===== config.mk =====
export PLATFORM = sky130hd
export DESIGN_NAME = mem_bus_responder_flat
export DESIGN_NICKNAME = d
export VERILOG_FILES = /design/src/rtl/gb_bus_pkg.sv /design/src/rtl/mem_bus_responder_if.sv /design/src/rtl/mem_bus_responder_hram_array.sv /design/src/rtl/mem_bus_responder.sv /design/src/flat_wrapper.sv
export SDC_FILE = /design/constraint.sdc
export NUM_CORES = 1
export LEC_CHECK = 0
export ABC_AREA = 1
export CAP_MARGIN = 40
export CORE_ASPECT_RATIO = 0.6
export CORE_MARGIN = 1.5
export CORE_UTILIZATION = 34
export DETAILED_ROUTE_END_ITERATION = 10
export REMOVE_ABC_BUFFERS = 1
export SYNTH_ARGS = -nofsm -noshare
export SYNTH_HDL_FRONTEND = slang
export SYNTH_SLANG_ARGS = --single-unit

===== constraint.sdc =====
create_clock -name clk -period 3.6 [get_ports clk]
set_clock_uncertainty 0.1 [all_clocks]
set_input_delay 0.36 -clock clk [delete_from_list [all_inputs] [get_ports clk]]
set_output_delay 0.36 -clock clk [all_outputs]
set_load 0.01 [all_outputs]

===== src/rtl/gb_bus_pkg.sv =====
// ----------------------------------------------------------------------------
// gb_bus_pkg
//   Shared types, address map constants and the address decoder for the CPU
//   memory bus responder.
//
//   Contents:
//     region_t       : decoded target region of a request
//     resp_state_t   : responder FSM state (exported for debug)
//     HRAM_BASE, IE_ADDR, HOLE_LO/HI, MBC_LO/HI : address map constants
//     T_SAMPLE       : T-state on which CPU requests are sampled
//     decode_region(): combinational address decode
//     hram_index()   : HRAM word index from a CPU address
//
//   Build option: MBC1_BANKING_EN (define to decode 2000-3FFF writes as the
//   internal ROM bank register instead of forwarding them externally).
// ----------------------------------------------------------------------------
package gb_bus_pkg;

  typedef enum logic [2:0] {
    REG_HRAM,
    REG_IE,
    REG_HOLE,
    REG_EXT,
    REG_MBC
  } region_t;

  typedef enum logic [1:0] {
    ST_IDLE,
    ST_RESP,
    ST_EXT_WAIT
  } resp_state_t;

  localparam logic [15:0] HRAM_BASE = 16'hFF80;
  localparam logic [15:0] IE_ADDR   = 16'hFFFF;
  localparam logic [15:0] HOLE_LO   = 16'hFEA0;
  localparam logic [15:0] HOLE_HI   = 16'hFEFF;
  localparam logic [15:0] MBC_LO    = 16'h2000;
  localparam logic [15:0] MBC_HI    = 16'h3FFF;

  localparam logic [1:0]  T_SAMPLE  = 2'b10;

`ifdef MBC1_BANKING_EN
  localparam bit MBC_EN = 1'b1;
`else
  localparam bit MBC_EN = 1'b0;
`endif

  // Priority matters: FFFF sits above the HRAM window and must win over it.
  // The bank register only claims writes; reads of 2000-3FFF are ROM reads.
  function automatic region_t decode_region(input logic [15:0] addr,
                                            input logic        is_write);
    region_t r;
    r = REG_EXT;
    if (addr == IE_ADDR) begin
      r = REG_IE;
    end else if (addr >= HRAM_BASE) begin
      r = REG_HRAM;
    end else if ((addr >= HOLE_LO) && (addr <= HOLE_HI)) begin
      r = REG_HOLE;
    end else if (MBC_EN && is_write && (addr >= MBC_LO) && (addr <= MBC_HI)) begin
      r = REG_MBC;
    end
    return r;
  endfunction

  // HRAM_BASE is 128-byte aligned, so addr - HRAM_BASE is just the low bits.
  function automatic logic [6:0] hram_index(input logic [15:0] addr);
    return addr[6:0];
  endfunction

endpackage


===== src/rtl/mem_bus_responder_if.sv =====
// ----------------------------------------------------------------------------
// mem_bus_responder_if
//   CPU-side memory bus between the CPU core (master) and the responder
//   (slave).
//
//   Signals:
//     t_cycle     : CPU T-state; a request is taken when t_cycle == T_SAMPLE
//     addr        : 16-bit address
//     rd, wr      : request strobes (both high counts as a write)
//     wdata       : write data
//     rdata       : read data, valid when rdata_valid
//     rdata_valid : one-cycle completion pulse for reads and writes
//     hold        : responder busy / CPU stall
//
//   Handshake: a request is "valid" on a clock edge where t_cycle == T_SAMPLE
//   and (rd | wr); the responder is "ready" when hold is low. A request is
//   accepted only on an edge where it is valid and the responder is ready.
//   hold rises on the accepting edge and stays high through the cycle in
//   which rdata_valid pulses; anything presented while hold is high is
//   dropped, not queued.
// ----------------------------------------------------------------------------
interface mem_bus_responder_if;
  logic [1:0]  t_cycle;
  logic [15:0] addr;
  logic        rd;
  logic        wr;
  logic [7:0]  wdata;
  logic [7:0]  rdata;
  logic        rdata_valid;
  logic        hold;

  modport master (
    output t_cycle, addr, rd, wr, wdata,
    input  rdata, rdata_valid, hold
  );

  modport slave (
    input  t_cycle, addr, rd, wr, wdata,
    output rdata, rdata_valid, hold
  );
endinterface


===== src/rtl/mem_bus_responder_hram_array.sv =====
// ----------------------------------------------------------------------------
// hram_array
//   Single-port synchronous RAM backing the high RAM window. Contents are
//   not reset.
//
//   Ports:
//     clk   : clock
//     we    : write enable (write on rising edge)
//     re    : read enable (q updates on rising edge, 1-cycle latency)
//     addr  : word index
//     wdata : write data
//     q     : registered read data, held when re is low
// ----------------------------------------------------------------------------
module hram_array #(
  parameter int DEPTH = 127,
  parameter int AW    = 7
) (
  input  logic          clk,
  input  logic          we,
  input  logic          re,
  input  logic [AW-1:0] addr,
  input  logic [7:0]    wdata,
  output logic [7:0]    q
);

  logic [7:0] mem [0:DEPTH-1];

  always_ff @(posedge clk) begin
    if (we) begin
      mem[addr] <= wdata;
    end
    if (re) begin
      q <= mem[addr];
    end
  end

endmodule


===== src/rtl/mem_bus_responder.sv =====
// ----------------------------------------------------------------------------
// mem_bus_responder
//   Target end of the CPU memory bus. Serves HRAM (FF80-FFFE), the IE
//   register (FFFF) and the unusable hole (FEA0-FEFF) internally with one
//   cycle of latency; everything else goes out on the external port, which
//   holds ext_req for EXT_WAIT+1 cycles and samples ext_rdata on the last.
//
//   Parameters:
//     EXT_WAIT   : external wait count, 0..15
//     HRAM_DEPTH : HRAM bytes (base FF80)
//
//   Ports:
//     clk, rst    : clock, asynchronous active-low reset
//     bus         : CPU bus (slave modport of mem_bus_responder_if)
//     ie_out      : interrupt-enable register
//     ext_req     : external access request, high through the wait count
//     ext_we      : external write qualifier (valid with ext_req)
//     ext_addr    : registered request address
//     ext_wdata   : registered request write data
//     ext_rdata   : external read data
//     ext_bank    : ROM bank for 4000-7FFF
//     state_dbg   : current FSM state
//
//   Build option: MBC1_BANKING_EN -- when defined, writes to 2000-3FFF are
//   consumed internally and load ext_bank (0 maps to 1); otherwise ext_bank
//   is fixed at 1 and those writes are forwarded externally.
// ----------------------------------------------------------------------------
module mem_bus_responder
  import gb_bus_pkg::*;
#(
  parameter int EXT_WAIT   = 2,
  parameter int HRAM_DEPTH = 127
) (
  input  logic                clk,
  input  logic                rst,
  mem_bus_responder_if.slave  bus,
  output logic [7:0]          ie_out,
  output logic                ext_req,
  output logic                ext_we,
  output logic [15:0]         ext_addr,
  output logic [7:0]          ext_wdata,
  input  logic [7:0]          ext_rdata,
  output logic [4:0]          ext_bank,
  output resp_state_t         state_dbg
);

  localparam logic [3:0] WAIT_LOAD = 4'(EXT_WAIT);

  resp_state_t state;
  resp_state_t state_d;
  region_t     req_region;
  region_t     cur_region;
  logic        accept;
  logic        done;
  logic        lat_wr;
  logic [3:0]  wait_cnt;
  logic [7:0]  hram_q;

  assign req_region = decode_region(bus.addr, bus.wr);

  // hold doubles as "not ready": it stays high through the rdata_valid
  // cycle, so a new request can only land once that pulse is over.
  assign accept = (state == ST_IDLE) && !bus.hold &&
                  (bus.t_cycle == T_SAMPLE) && (bus.rd || bus.wr);

  assign done = (state == ST_RESP) ||
                ((state == ST_EXT_WAIT) && (wait_cnt == 4'd0));

  assign state_dbg = state;

  // --------------------------------------------------------------------------
  // FSM
  // --------------------------------------------------------------------------
  always_ff @(posedge clk or negedge rst) begin
    if (!rst) begin
      state <= ST_IDLE;
    end else begin
      state <= state_d;
    end
  end

  always_comb begin
    state_d = state;
    case (state)
      ST_IDLE: begin
        if (accept) begin
          state_d = (req_region == REG_EXT) ? ST_EXT_WAIT : ST_RESP;
        end
      end
      ST_RESP: begin
        state_d = ST_IDLE;
      end
      ST_EXT_WAIT: begin
        if (wait_cnt == 4'd0) begin
          state_d = ST_IDLE;
        end
      end
      default: begin
        state_d = ST_IDLE;
      end
    endcase
  end

  // --------------------------------------------------------------------------
  // HRAM: the array is addressed straight from the bus on the accepting
  // edge so the read data is already in hram_q when RESP completes.
  // --------------------------------------------------------------------------
  hram_array #(
    .DEPTH (HRAM_DEPTH),
    .AW    (7)
  ) u_hram (
    .clk   (clk),
    .we    (accept && (req_region == REG_HRAM) && bus.wr),
    .re    (accept && (req_region == REG_HRAM) && !bus.wr),
    .addr  (hram_index(bus.addr)),
    .wdata (bus.wdata),
    .q     (hram_q)
  );

  // --------------------------------------------------------------------------
  // Request latch, external port, response path
  // --------------------------------------------------------------------------
  always_ff @(posedge clk or negedge rst) begin
    if (!rst) begin
      bus.rdata       <= 8'hFF;
      bus.rdata_valid <= 1'b0;
      bus.hold        <= 1'b0;
      ext_req         <= 1'b0;
      ext_we          <= 1'b0;
      ext_addr        <= 16'h0000;
      ext_wdata       <= 8'h00;
      ie_out          <= 8'h00;
      wait_cnt        <= 4'd0;
      lat_wr          <= 1'b0;
      cur_region      <= REG_EXT;
    end else begin
      bus.rdata_valid <= done;

      if (accept) begin
        bus.hold   <= 1'b1;
        ext_addr   <= bus.addr;
        ext_wdata  <= bus.wdata;
        lat_wr     <= bus.wr;
        cur_region <= req_region;
        wait_cnt   <= WAIT_LOAD;
        if (req_region == REG_EXT) begin
          ext_req <= 1'b1;
          ext_we  <= bus.wr;
        end
      end else if (bus.rdata_valid) begin
        bus.hold <= 1'b0;
      end

      if ((state == ST_EXT_WAIT) && (wait_cnt != 4'd0)) begin
        wait_cnt <= wait_cnt - 4'd1;
      end

      if (done) begin
        ext_req <= 1'b0;
        ext_we  <= 1'b0;
        // Writes never touch rdata; it keeps the last read value.
        case (cur_region)
          REG_HRAM: begin
            if (!lat_wr) bus.rdata <= hram_q;
          end
          REG_IE: begin
            if (lat_wr) ie_out <= ext_wdata;
            else        bus.rdata <= ie_out;
          end
          REG_HOLE: begin
            if (!lat_wr) bus.rdata <= 8'hFF;
          end
          REG_EXT: begin
            if (!lat_wr) bus.rdata <= ext_rdata;
          end
          default: begin
          end
        endcase
      end
    end
  end

  // --------------------------------------------------------------------------
  // ROM bank register
  // --------------------------------------------------------------------------
`ifdef MBC1_BANKING_EN
  logic [4:0] bank_q;

  // Bank 0 is not selectable in the 4000-7FFF window; it aliases to 1.
  always_ff @(posedge clk or negedge rst) begin
    if (!rst) begin
      bank_q <= 5'd1;
    end else if (done && (cur_region == REG_MBC)) begin
      bank_q <= (ext_wdata[4:0] == 5'd0) ? 5'd1 : ext_wdata[4:0];
    end
  end

  assign ext_bank = bank_q;
`else
  assign ext_bank = 5'd1;
`endif

endmodule


===== src/flat_wrapper.sv =====
// flat-port wrapper written by rule: the top's interface ports become plain ports
module mem_bus_responder_flat import gb_bus_pkg::*;
#(
  parameter int EXT_WAIT   = 2,
  parameter int HRAM_DEPTH = 127
)
  (clk, rst, ie_out, ext_req, ext_we, ext_addr, ext_wdata, ext_rdata, ext_bank, state_dbg, bus_t_cycle, bus_addr, bus_rd, bus_wr, bus_wdata, bus_rdata, bus_rdata_valid, bus_hold);
  mem_bus_responder_if bus_i ();
  input  logic clk;
  input  logic rst;
  output logic [7:0] ie_out;
  output logic ext_req;
  output logic ext_we;
  output logic [15:0] ext_addr;
  output logic [7:0] ext_wdata;
  input  logic [7:0] ext_rdata;
  output logic [4:0] ext_bank;
  output resp_state_t state_dbg;
  input wire logic [$bits(bus_i.t_cycle)-1:0] bus_t_cycle;
  input wire logic [$bits(bus_i.addr)-1:0] bus_addr;
  input wire logic [$bits(bus_i.rd)-1:0] bus_rd;
  input wire logic [$bits(bus_i.wr)-1:0] bus_wr;
  input wire logic [$bits(bus_i.wdata)-1:0] bus_wdata;
  output wire logic [$bits(bus_i.rdata)-1:0] bus_rdata;
  output wire logic [$bits(bus_i.rdata_valid)-1:0] bus_rdata_valid;
  output wire logic [$bits(bus_i.hold)-1:0] bus_hold;
  assign bus_i.t_cycle = bus_t_cycle;
  assign bus_i.addr = bus_addr;
  assign bus_i.rd = bus_rd;
  assign bus_i.wr = bus_wr;
  assign bus_i.wdata = bus_wdata;
  assign bus_rdata = bus_i.rdata;
  assign bus_rdata_valid = bus_i.rdata_valid;
  assign bus_hold = bus_i.hold;
  mem_bus_responder #(.EXT_WAIT(EXT_WAIT), .HRAM_DEPTH(HRAM_DEPTH)) u_core (.clk(clk), .rst(rst), .bus(bus_i), .ie_out(ie_out), .ext_req(ext_req), .ext_we(ext_we), .ext_addr(ext_addr), .ext_wdata(ext_wdata), .ext_rdata(ext_rdata), .ext_bank(ext_bank), .state_dbg(state_dbg));
endmodule

# Word level (Yosys, flattened, before mapping)
# Memories as Yosys holds them, arrays and structs flattened. A register that Yosys moved wholly into a read port is not among the register bits.
# Index checks and enable logic that the tools add are counted.
dict set report totals {
  regBits 54
  ram_bits 1016
  input_bits 38
  mem_count 1
}
# name words width read_ports rd_ports_with_merged_regs write_ports line_no
set mem_list {}
lappend mem_list {u_core.u_hram.mem 127 8 1 1 1 mem_bus_responder_hram_array.sv:26} ;# logic [7:0] mem [0:DEPTH-1];
dict set report op_classes {
  addsub 1
  n_lt_le_gt_ge 3
  n_eq_ne 14
  n_mux 24
  n_reduce_logical 27
}
# cell count
set op_table {}
lappend op_table {{>= comparator 16 bit (second input constant)} 2}
lappend op_table {{2-to-1 mux 8 bit} 4}
lappend op_table {{one-hot mux 8 bit (4 select lines)} 1}
lappend op_table {{equality test 16 bit (second input constant)} 1}
lappend op_table {{<= comparator 16 bit (second input constant)} 1}
lappend op_table {{2-to-1 mux 1 bit} 11}
lappend op_table {{!= test 2 bit (second input constant)} 5}
lappend op_table {{equality test 3 x 2 -> 1 bit (second input constant)} 3}
lappend op_table {{logical AND 1 bit} 9}
lappend op_table {{2-to-1 mux 4 bit} 2}
lappend op_table {{nonzero test 2 bit} 4}
lappend op_table {{nonzero test 4 bit} 2}
lappend op_table {{logical NOT 3 bit} 2}
lappend op_table {{2-to-1 mux 2 bit} 3}
lappend op_table {{2-to-1 mux 3 bit} 2}
lappend op_table {{AND reduction 6 bit} 1}
lappend op_table {{equality test 2 bit (second input constant)} 2}
lappend op_table {{logical NOT 4 bit} 1}
lappend op_table {{one-hot mux 2 bit (2 select lines)} 1}
lappend op_table {{AND reduction 2 bit} 2}
lappend op_table {{subtractor 4 x 1 -> 4 bit (second input constant)} 1}
lappend op_table {{equality test 3 x 1 -> 1 bit (second input constant)} 1}
lappend op_table {{AND reduction 3 bit} 1}
lappend op_table {{equality test 2 x 1 -> 1 bit (second input constant)} 1}
lappend op_table {{other kinds (4)} 6}

# Depth between registers and ports, before layout
# Gate-level depths: netlist (run 1).
dict set report depth {
  ltp_word 10
  ltp_mapped 16
  mapped_depth_nobuf 13
}

# Cells and area by module
# From an unflattened synthesis (run 1), not the netlist that was laid out.
dict set report hier_totals {
  cells_unflattened 4654
  area_unflattened_um2 46228.1
}
# module instances cells_per_inst area_per_inst_um2 seq_area_each_um2
set modules_own_cells {}
lappend modules_own_cells {hram_array 1 4367 43724.4 30749.5}
lappend modules_own_cells {mem_bus_responder 1 287 2503.7 1338.8}

# Least setup slack after synthesis (run 1)
# OpenSTA, ideal clock, no wires.
dict set report synth_path {
  path_type {input to register}
  from {input port bus_addr[1]}
  to {memory u_core.u_hram.mem[93][0] (enable)}
  setup_time_ns 0.383
  arrival_time_ns 1.921
  required_ns 3.117
  slack_ns 1.195
  cell_stages 7
  path_buffers 4
  path_cell_list {buf_2 > inv_2 > buf_2 > buf_6 > nand3_2 > buf_2 > nor3_1}
}
dict set report synth_via {
  elab_chain_cells 10
}
# item line_no
set synth_rtl {}
lappend synth_rtl {{start: declaration} flat_wrapper.sv:20} ;# input wire logic [$bits(bus_i.addr)-1:0] bus_addr;
lappend synth_rtl {{>= comparator 16 bit or <= comparator 16 bit (tied branches)} gb_bus_pkg.sv:58} ;# end else if ((addr >= HOLE_LO) && (addr <= HOLE_HI)) begin
lappend synth_rtl {{logical AND 1 bit} gb_bus_pkg.sv:58}
lappend synth_rtl {{2-to-1 mux 1 bit} gb_bus_pkg.sv:58}
lappend synth_rtl {{2-to-1 mux 3 bit} gb_bus_pkg.sv:56} ;# end else if (addr >= HRAM_BASE) begin
lappend synth_rtl {{2-to-1 mux 3 bit} gb_bus_pkg.sv:54} ;# if (addr == IE_ADDR) begin
lappend synth_rtl {{logical NOT 3 bit} mem_bus_responder.sv:113} ;# .we (accept && (req_region == REG_HRAM) && bus.wr),
lappend synth_rtl {{logical AND 1 bit (2 in a row)} mem_bus_responder.sv:113}
lappend synth_rtl {{2-to-1 mux 1 bit} mem_bus_responder_hram_array.sv:29} ;# if (we) begin
lappend synth_rtl {{2-to-1 mux 1 bit (not written as such)} mem_bus_responder_hram_array.sv:30} ;# mem[addr] <= wdata;
lappend synth_rtl {{end: declaration} mem_bus_responder_hram_array.sv:26}
# Several ways; a longest one is shown, not always the timed one.

# Final worst setup path (run 1)
dict set report layout_path {
  from {register u_core.state[0] (netlist: u_core.state_dbg[0])}
  to {memory u_core.u_hram.mem[125][4] (enable)}
}
dict set report layout_via {
  elab_chain_cells 8
}
# item line_no
set layout_rtl {}
lappend layout_rtl {{start: declaration} mem_bus_responder.sv:49} ;# resp_state_t state;
lappend layout_rtl {{start signal: assignment} mem_bus_responder.sv:78} ;# state <= state_d;
lappend layout_rtl {{logical NOT 2 bit} mem_bus_responder.sv:63} ;# assign accept = (state == ST_IDLE) && !bus.hold &&
lappend layout_rtl {{logical AND 1 bit (2 in a row)} mem_bus_responder.sv:63}
lappend layout_rtl {{logical AND 1 bit} mem_bus_responder.sv:64} ;# (bus.t_cycle == T_SAMPLE) && (bus.rd || bus.wr);
lappend layout_rtl {{logical AND 1 bit (2 in a row)} mem_bus_responder.sv:113}
lappend layout_rtl {{2-to-1 mux 1 bit} mem_bus_responder_hram_array.sv:29}
lappend layout_rtl {{2-to-1 mux 1 bit (not written as such)} mem_bus_responder_hram_array.sv:30}
# No other way between the ends.

==> qor.yml, run 1 <==
run_status:
  status: "finished clean"
sta:
  slew_headroom_pct: 40.3
  fmax_mhz: 378
  tightest_slew_ns: 0.896
  timing.final.crit_share_pct: 73.5
  setup_viol: 0
  rsz0062_at_grt: "false"
  slew_violations: 0
  hold_violations: 0
  fin_crit_ns: 2.64
logic_synthesis:
  synthTopCellsByArea: "edfxtp_1 67%, nand2_1 23%, dfrtp_1 2.3%, buf_2 1.6%, nor3_1 1.1%"
  ys.flop_type: "edfxtp_1"
  syn_inst: 4528
  synthArstFlopShare_pct: 4.92
  yosysTopAreaCellShare_pct: 66.7
  ys_seq_elements: 1077
  ys_types: 34
  yosysTopAreaCell: "edfxtp_1"
  synth_enable_flop_cells: 1024
  yosys_warnings: 0
  syn_area_per_cell_sq_um: 10.2
  syn_area_sq_um: 46100
  yosysSeqAreaShare_pct: 69.6
layout:
  nNetsFinal: 4732
  drive_above_1_share_pct: 8.81
  n_fill_cell: 12999
  finalNonFillerCells: 6572
  area_growth_pct: 14.7
  fin_area_sq_um: 52900
  n_antenna_cell: 0
floorplan:
  rows: 104
  die_w_um: 479
  start_util_pct: 34.3
  dieArea_sq_um: 138000
  die_y_um: 288
  coreArea_sq_um: 134000
  ioPinCount: 89
routing:
  drt_iter0_markers: 3962
  routed_via_density: 4.94
  drc: 0
  drt-wirelength-per-cell_um: 20.4
  ant_nets: 0
  drt_wl_total_mm: 134
  drt_first_pass_iters: 8
  vias: 32437
clock_network:
  cts_root_buf: "clkbuf_16"
  cts_tree: "built"
  cts-htree-levels: 3
  path_clk_slew_ns: 0.07
  clk_path_buf_depth: 3
  cts.sinks: 1077
  insertion_delay_ns: 0.69
  numCtsBuffers: 92
  post-cts-setup-buffers: 0
global_route:
  grt_use_total_pct: 19.3
  grt_max_degree: 136
  grt_first_pass_wirelength_mm: 199
  overflow: 0
  grt_pass1_vias: 30495
  antenna_found_initial: 1
placed_design:
  place_area_sq_um: 49900
  dp_cells: 6396
  detailed_place_hpwl_mm: 83.6
  gp_congestion: 0.932
  portBuffers: 83
power_and_ir_drop:
  vdd_ir_drop_max_v: 0.000431
  p_leak_nw: 21.4
  p_per_area_nw_per_um2: 513
worst_setup_path:
  endpoint_kind: "flop"
  r2r-start: "u_core.state_dbg[0]"
  critPathArrivalTime_ns: 2.96
  startpoint_type: "flop"
  reg2reg_depth: 8
  cp_max_fo: 85
  crit_required_ns: 3.91
  crit_type: "flop to flop"
  setup.worst_path.start: "u_core.state_dbg[0]"
worst_hold_path:
  holdPathStages: 1
  holdCritPathClass: "input port to flop"
  min-delay-start: "bus_wdata[3]"
run:
  drv_cap: 0
kinds of logic (layout without fill, tap and decap cells):
kind of cell | count (synthesis) | count (layout) | share of synthesized area [%]
AOI/OAI and AO/OA | 129 | 129 | 1.48
adders and majority gates | 1 | 1 | 0.0271
buffers and inverters | 305 | 544 | 3.44
DFF | 1077 | 1077 | 69.6
muxes | 1 | 1 | 0.0217
other | 2 | 5 | 0.0163
and+or+nand+nor | 3013 | 3013 | 25.5
repair_timing:
item / 4_1_cts / 5_1_grt
hold endpoints to repair: 82 / 0
hold buffers: 5 / 0
gates resized for setup: 0 / 0
through the flow:
stage / TNS, ns / worst slack [ns] / util, % / total power, W / hold WS, ns
after floorplan: -3314.64 / -3.37 / - / 0.0157 / -0.0356
after global placement: 0 / 0.428 / 37.1 / 0.0173 / 0.271
after detailed placement: 0 / 0.422 / 37.1 / 0.0173 / 0.269
after CTS: 0 / 0.958 / 39.4 / 0.0272 / 0.00283
after global routing: 0 / 0.809 / 39.4 / 0.0280 / 0.0304
final: 0 / 0.955 / 39.4 / 0.0271 / 0.0425
final cells by class:
cell class	count	area, sq um	share of cell area, %
Timing Repair Buffer	312	2900	5.47
Sequential cell	1077	32100	60.6
Multi-Input combinational cell	3149	12500	23.6
Clock inverter	58	494	0.934
Clock buffer	113	2440	4.62
Tap cell	1802	2250	4.26
Inverter	61	255	0.482
worst paths after layout:
kind                                        endpoint  slack (ns)
max                        u_core.u_hram.mem[125][4]        0.96
min                        u_core.u_hram.mem[100][3]        0.04
max reg2reg                u_core.u_hram.mem[125][4]        0.96
min reg2reg                          u_core.bus.hold        0.37
max in group asynchronous        u_core.bus.rdata[6]        2.47
min in group asynchronous            u_core.bus.hold        0.08
synthesized netlist by cell type, types with 9 or more instances:
| cell type | instances |
|---|---|
| nand3_1 | 9 |
| nor3_1 | 99 |
| clkbuf_1 | 36 |
| nor2_1 | 79 |
| o21ai_0 | 42 |
| buf_6 | 20 |
| dfrtp_1 | 43 |
| nand4_1 | 16 |
| buf_2 | 148 |
| nor3_2 | 30 |
| o21ai_1 | 23 |
| inv_1 | 53 |
| edfxtp_1 | 1024 |
| a21oi_1 | 51 |
| dfstp_2 | 10 |
| nand2_1 | 2766 |
| buf_1 | 12 |
| buf_4 | 28 |
power by group:
part / switching [W] / leakage (nW) / internal, W / total, W
Combinational: 0.00191 / 10.1 / 0.000982 / 0.00290
Clock: 0.00461 / 1.42 / 0.00541 / 0.0100
Sequential: 0.000213 / 9.85 / 0.0140 / 0.0142
placed cells by master (no fill, tap or decap), types with 9 or more instances in the layout:
master,synthesis,final
clkinv_2,0,11
a21oi_1,51,51
clkbuf_16,0,95
nor2_1,79,76
clkinv_1,1,31
o21ai_0,42,42
nand3_1,9,9
edfxtp_1,1024,1024
inv_1,53,53
buf_4,28,205
nor3_2,30,30
dfstp_2,10,10
clkbuf_1,36,18
dfrtp_1,43,43
o21ai_1,23,23
nor3_1,99,99
clkdlybuf4s50_1,0,71
buf_12,0,28
nand4_1,16,16
nand2_1,2766,2766
registers in the layout, indices dropped and copies added (netlist names):
name and flops:
u_core.lat_wr 1, u_core.wait_cnt 4, u_core.u_hram.q 8, u_core.bus.rdata_valid 1, u_core.ext_req 1, u_core.ext_we 1, u_core.cur_region 2, u_core.bus.rdata 8
u_core.ext_addr 16, u_core.ext_wdata 8, u_core.ie_out 8, u_core.state_dbg 2, u_core.bus.hold 1, u_core.u_hram.mem 1016
critical path: stages, from the launching register on:
cell and delay [ns]:
dfrtp_1 0.45, nor4_1 0.27, nand2_1 0.15, inv_2 0.09, nand4_1 0.15, buf_12 0.29
buf_4 0.32, nor3_1 0.26, buf_4 0.22
metal layers:
layer,up-vias,global-route usage (%),share of wire (%)
met1,15815,30.3,48
met3,146,5.73,11
met2,1356,25.6,39
li1,15120,-,-
met4,0,4.07,1.7
met5,-,0,0
Note: power is estimated with default switching activity, not from simulation.
==> inputs of run 2 (changes only) <==
==> constraint.sdc (replaced) <==
create_clock -name clk -period 2.4 [get_ports clk]
set_clock_uncertainty 0.1 [all_clocks]
set_input_delay 0.24 -clock clk [delete_from_list [all_inputs] [get_ports clk]]
set_output_delay 0.24 -clock clk [all_outputs]
set_load 0.01 [all_outputs]
==> run 2 against run 1 <==
The flow now finishes with violations (design-rule violations). Total power increased by 53%. Setup slack got worse by 0.85 ns. Global-route usage increased by 0.76 points. Clock power increased by 54%. Via count increased by 2.5%. First-iteration DRC count increased by 14%. Critical path depth increased by 1. Largest cell class unchanged.
==> qor.yml, run 2 (synthesized netlist as in run 1, its figures left out) <==
run_status:
  status: "finished, violations left"
  violations: "design-rule violations"
floorplan:
  start_util_pct: 34.3  # unchanged
  coreArea_sq_um: 134000  # unchanged
  die_w_um: 479  # unchanged
  rows: 104  # unchanged
  dieArea_sq_um: 138000  # unchanged
  ioPinCount: 89  # unchanged
  die_y_um: 288  # unchanged
layout:
  drive_above_1_share_pct: 12.2  # +3.4 points
  top_regs: "u_core.u_hram.mem (1016), u_core.ext_addr (16)"
  nNetsFinal: 4889  # +3.3%
  ff_latch_area_sq_um: 32100  # unchanged
  area_growth_pct: 18.8
  n_fill_cell: 12829  # -1.3%
  regMostFlops: "u_core.u_hram.mem"
  layout_common_cells: "2766 x nand2_1, 1024 x edfxtp_1, 316 x buf_4"
  layout_commonest_cell: "nand2_1"
  n_antenna_cell: 0  # unchanged
  multiInputGateArea_sq_um: 12600  # +1.1%
  largest_reg_flops: 1016  # unchanged
routing:
  ant_nets: 0  # unchanged
  drt_first_pass_iters: 10  # +2
  drt-wirelength-per-cell_um: 20.9  # +2.8%
  drc: 1  # +1
  drt_wl_total_mm: 141  # +5.2%
  routed_via_density: 4.94  # +0.15%
  drt_iter0_markers: 4505  # +14%
  vias: 33251  # +2.5%
sta:
  setup_ws_ns: 0.103  # -0.852 ns
  timing.final.crit_share_pct: 95.7  # +22 points
  setup_viol: 0  # unchanged
  tightest_slew_ns: 0.767  # -0.129 ns
  hold_violations: 0  # unchanged
  holdWs_ns: 0.0360  # -0.00656 ns
  slew_violations: 0  # unchanged
  slew_headroom_pct: 48.9  # +8.6 points
  rsz0062_at_grt: "false"
  fmax_mhz: 435  # +15%
  fin_crit_ns: 2.30  # -0.348 ns
worst_setup_path:
  critPathArrivalTime_ns: 2.59  # -0.37 ns
  startpoint_type: "flop"
  endpoint_kind: "flop"
  cp_max_fo: 31  # -64%
  crit_type: "flop to flop"
  crit_required_ns: 2.69  # -1.22 ns
clock_network:
  cts_tree: "built"
  cts.sinks: 1077  # unchanged
  path_clk_slew_ns: 0.07  # about the same
  insertion_delay_ns: 0.70  # about the same
  cts_root_buf: "clkbuf_16"
  numCtsBuffers: 91  # -1.1%
  cts-htree-levels: 3  # unchanged
  clk_path_buf_depth: 3  # unchanged
power_and_ir_drop:
  p_per_area_nw_per_um2: 755  # +47%
  p_leak_nw: 22.4  # +4.8%
  vdd_ir_drop_max_v: 0.000580  # +35%
placed_design:
  dpl_worst_slack_ns: -0.223  # -0.644 ns
  portBuffers: 83  # unchanged
  detailed_place_hpwl_mm: 93.6  # +12%
  gp_congestion: 0.965  # +3.6%
global_route:
  grt_use_total_pct: 20.0  # +0.76 points
  antenna_found_initial: 2  # +1
  grt_first_pass_wirelength_mm: 205  # +2.9%
  grt_max_degree: 77  # -43%
  grt_pass1_vias: 30926  # +1.4%
  overflow: 0  # unchanged
run:
  drv_cap: 0  # unchanged
worst_hold_path:
  holdCritPathClass: "input port to flop"
-- run 2: cell count changes in the layout (fill, tap and decap cells not counted), moves of 4 or more --
cell,previous run,this run
dlygate4sd3_1,5,12
nor3_2,30,57
clkbuf_1,18,22
buf_4,205,316
clkinv_1,31,23
nor3_1,99,72
buf_12,28,66
clkbuf_16,95,99
-- run 2: worst paths after layout --
| check | startpoint | end | slack, ns | depth (start not counted) |
|---|---|---|---|---|
| worst max-delay path | u_core.state_dbg[0] | u_core.u_hram.mem[55][4] | 0.10 | 9 |
| worst min-delay path | bus_wdata[0] | u_core.u_hram.mem[90][0] | 0.04 | 1 |
| max in group asynchronous | rst | u_core.ext_addr[5] | 0.87 | 4 |
| worst max register to register | u_core.state_dbg[0] | u_core.u_hram.mem[55][4] | 0.10 | 9 |
| min in group asynchronous | rst | u_core.bus.rdata[4] | 0.57 | 3 |
| worst min register to register | u_core.bus.rdata_valid | u_core.bus.hold | 0.37 | 1 |
-- run 2: power breakdown --
| group | total (W) | switching [W] | internal, W |
|---|---|---|---|
| Clock | 0.0154 | 0.00684 | 0.00854 |
| Combinational | 0.00470 | 0.00303 | 0.00166 |
| Sequential | 0.0213 | 0.000317 | 0.0210 |
-- run 2: critical path, cell delays in order, from the launching register on --
cell	delay [ns]
dfrtp_1	0.40
nor4_2	0.25
nand2_1	0.12
inv_2	0.09
nand4_1	0.08
buf_4	0.17
buf_12	0.16
buf_12	0.18
nor3_2	0.21
buf_6	0.18
-- run 2: timing repair --
| item | 4_1_cts | 5_1_grt |
|---|---|---|
| endpoints found under the setup margin | 8 | 682 |
| cloned | 0 | 1 |
| hold buffers | 12 | 0 |
| endpoints found under the hold margin | 158 | 0 |
| pin swaps | 0 | 3 |
| buffers inserted | 0 | 1 |
| gates resized for setup | 1 | 28 |
-- run 2: per-stage QoR --
stage / total power, W / cell area (sq um) / utilization [%] / cells / TNS (ns)
after floorplan: 0.0235 / 44800 / - / 4287 / -4544.43
after global placement: 0.0263 / 51500 / 38.3 / 6545 / -132.67
after detailed placement: 0.0263 / 51500 / 38.3 / 6545 / -119.26
after CTS: 0.0415 / 54700 / 40.7 / 6725 / 0
after global routing: 0.0427 / 54800 / 40.8 / 6727 / 0
final: 0.0414 / 54800 / 40.8 / 6727 / 0
-- run 2: layout make-up --
| cell class | instances | area share (%) |
|---|---|---|
| flip-flops and latches | 1077 | 58.5 |
| clock buffers | 121 | 4.65 |
| multi-input cells | 3149 | 23.0 |
| repair buffers | 470 | 8.38 |
| inverters | 61 | 0.466 |
| well taps | 1802 | 4.11 |
| clock inverters | 47 | 0.853 |
-- run 2: per-layer routing --
layer	GRT usage, %	part of all wire (%)	routed length, um	vias to the layer above
met3	5.82	12	17000	136
met2	26.7	39	55600	1605
li1	-	-	-	15439
met4	3.71	1.4	2000	4
met1	31.8	47	66300	16067
met5	0	0.028	40	-
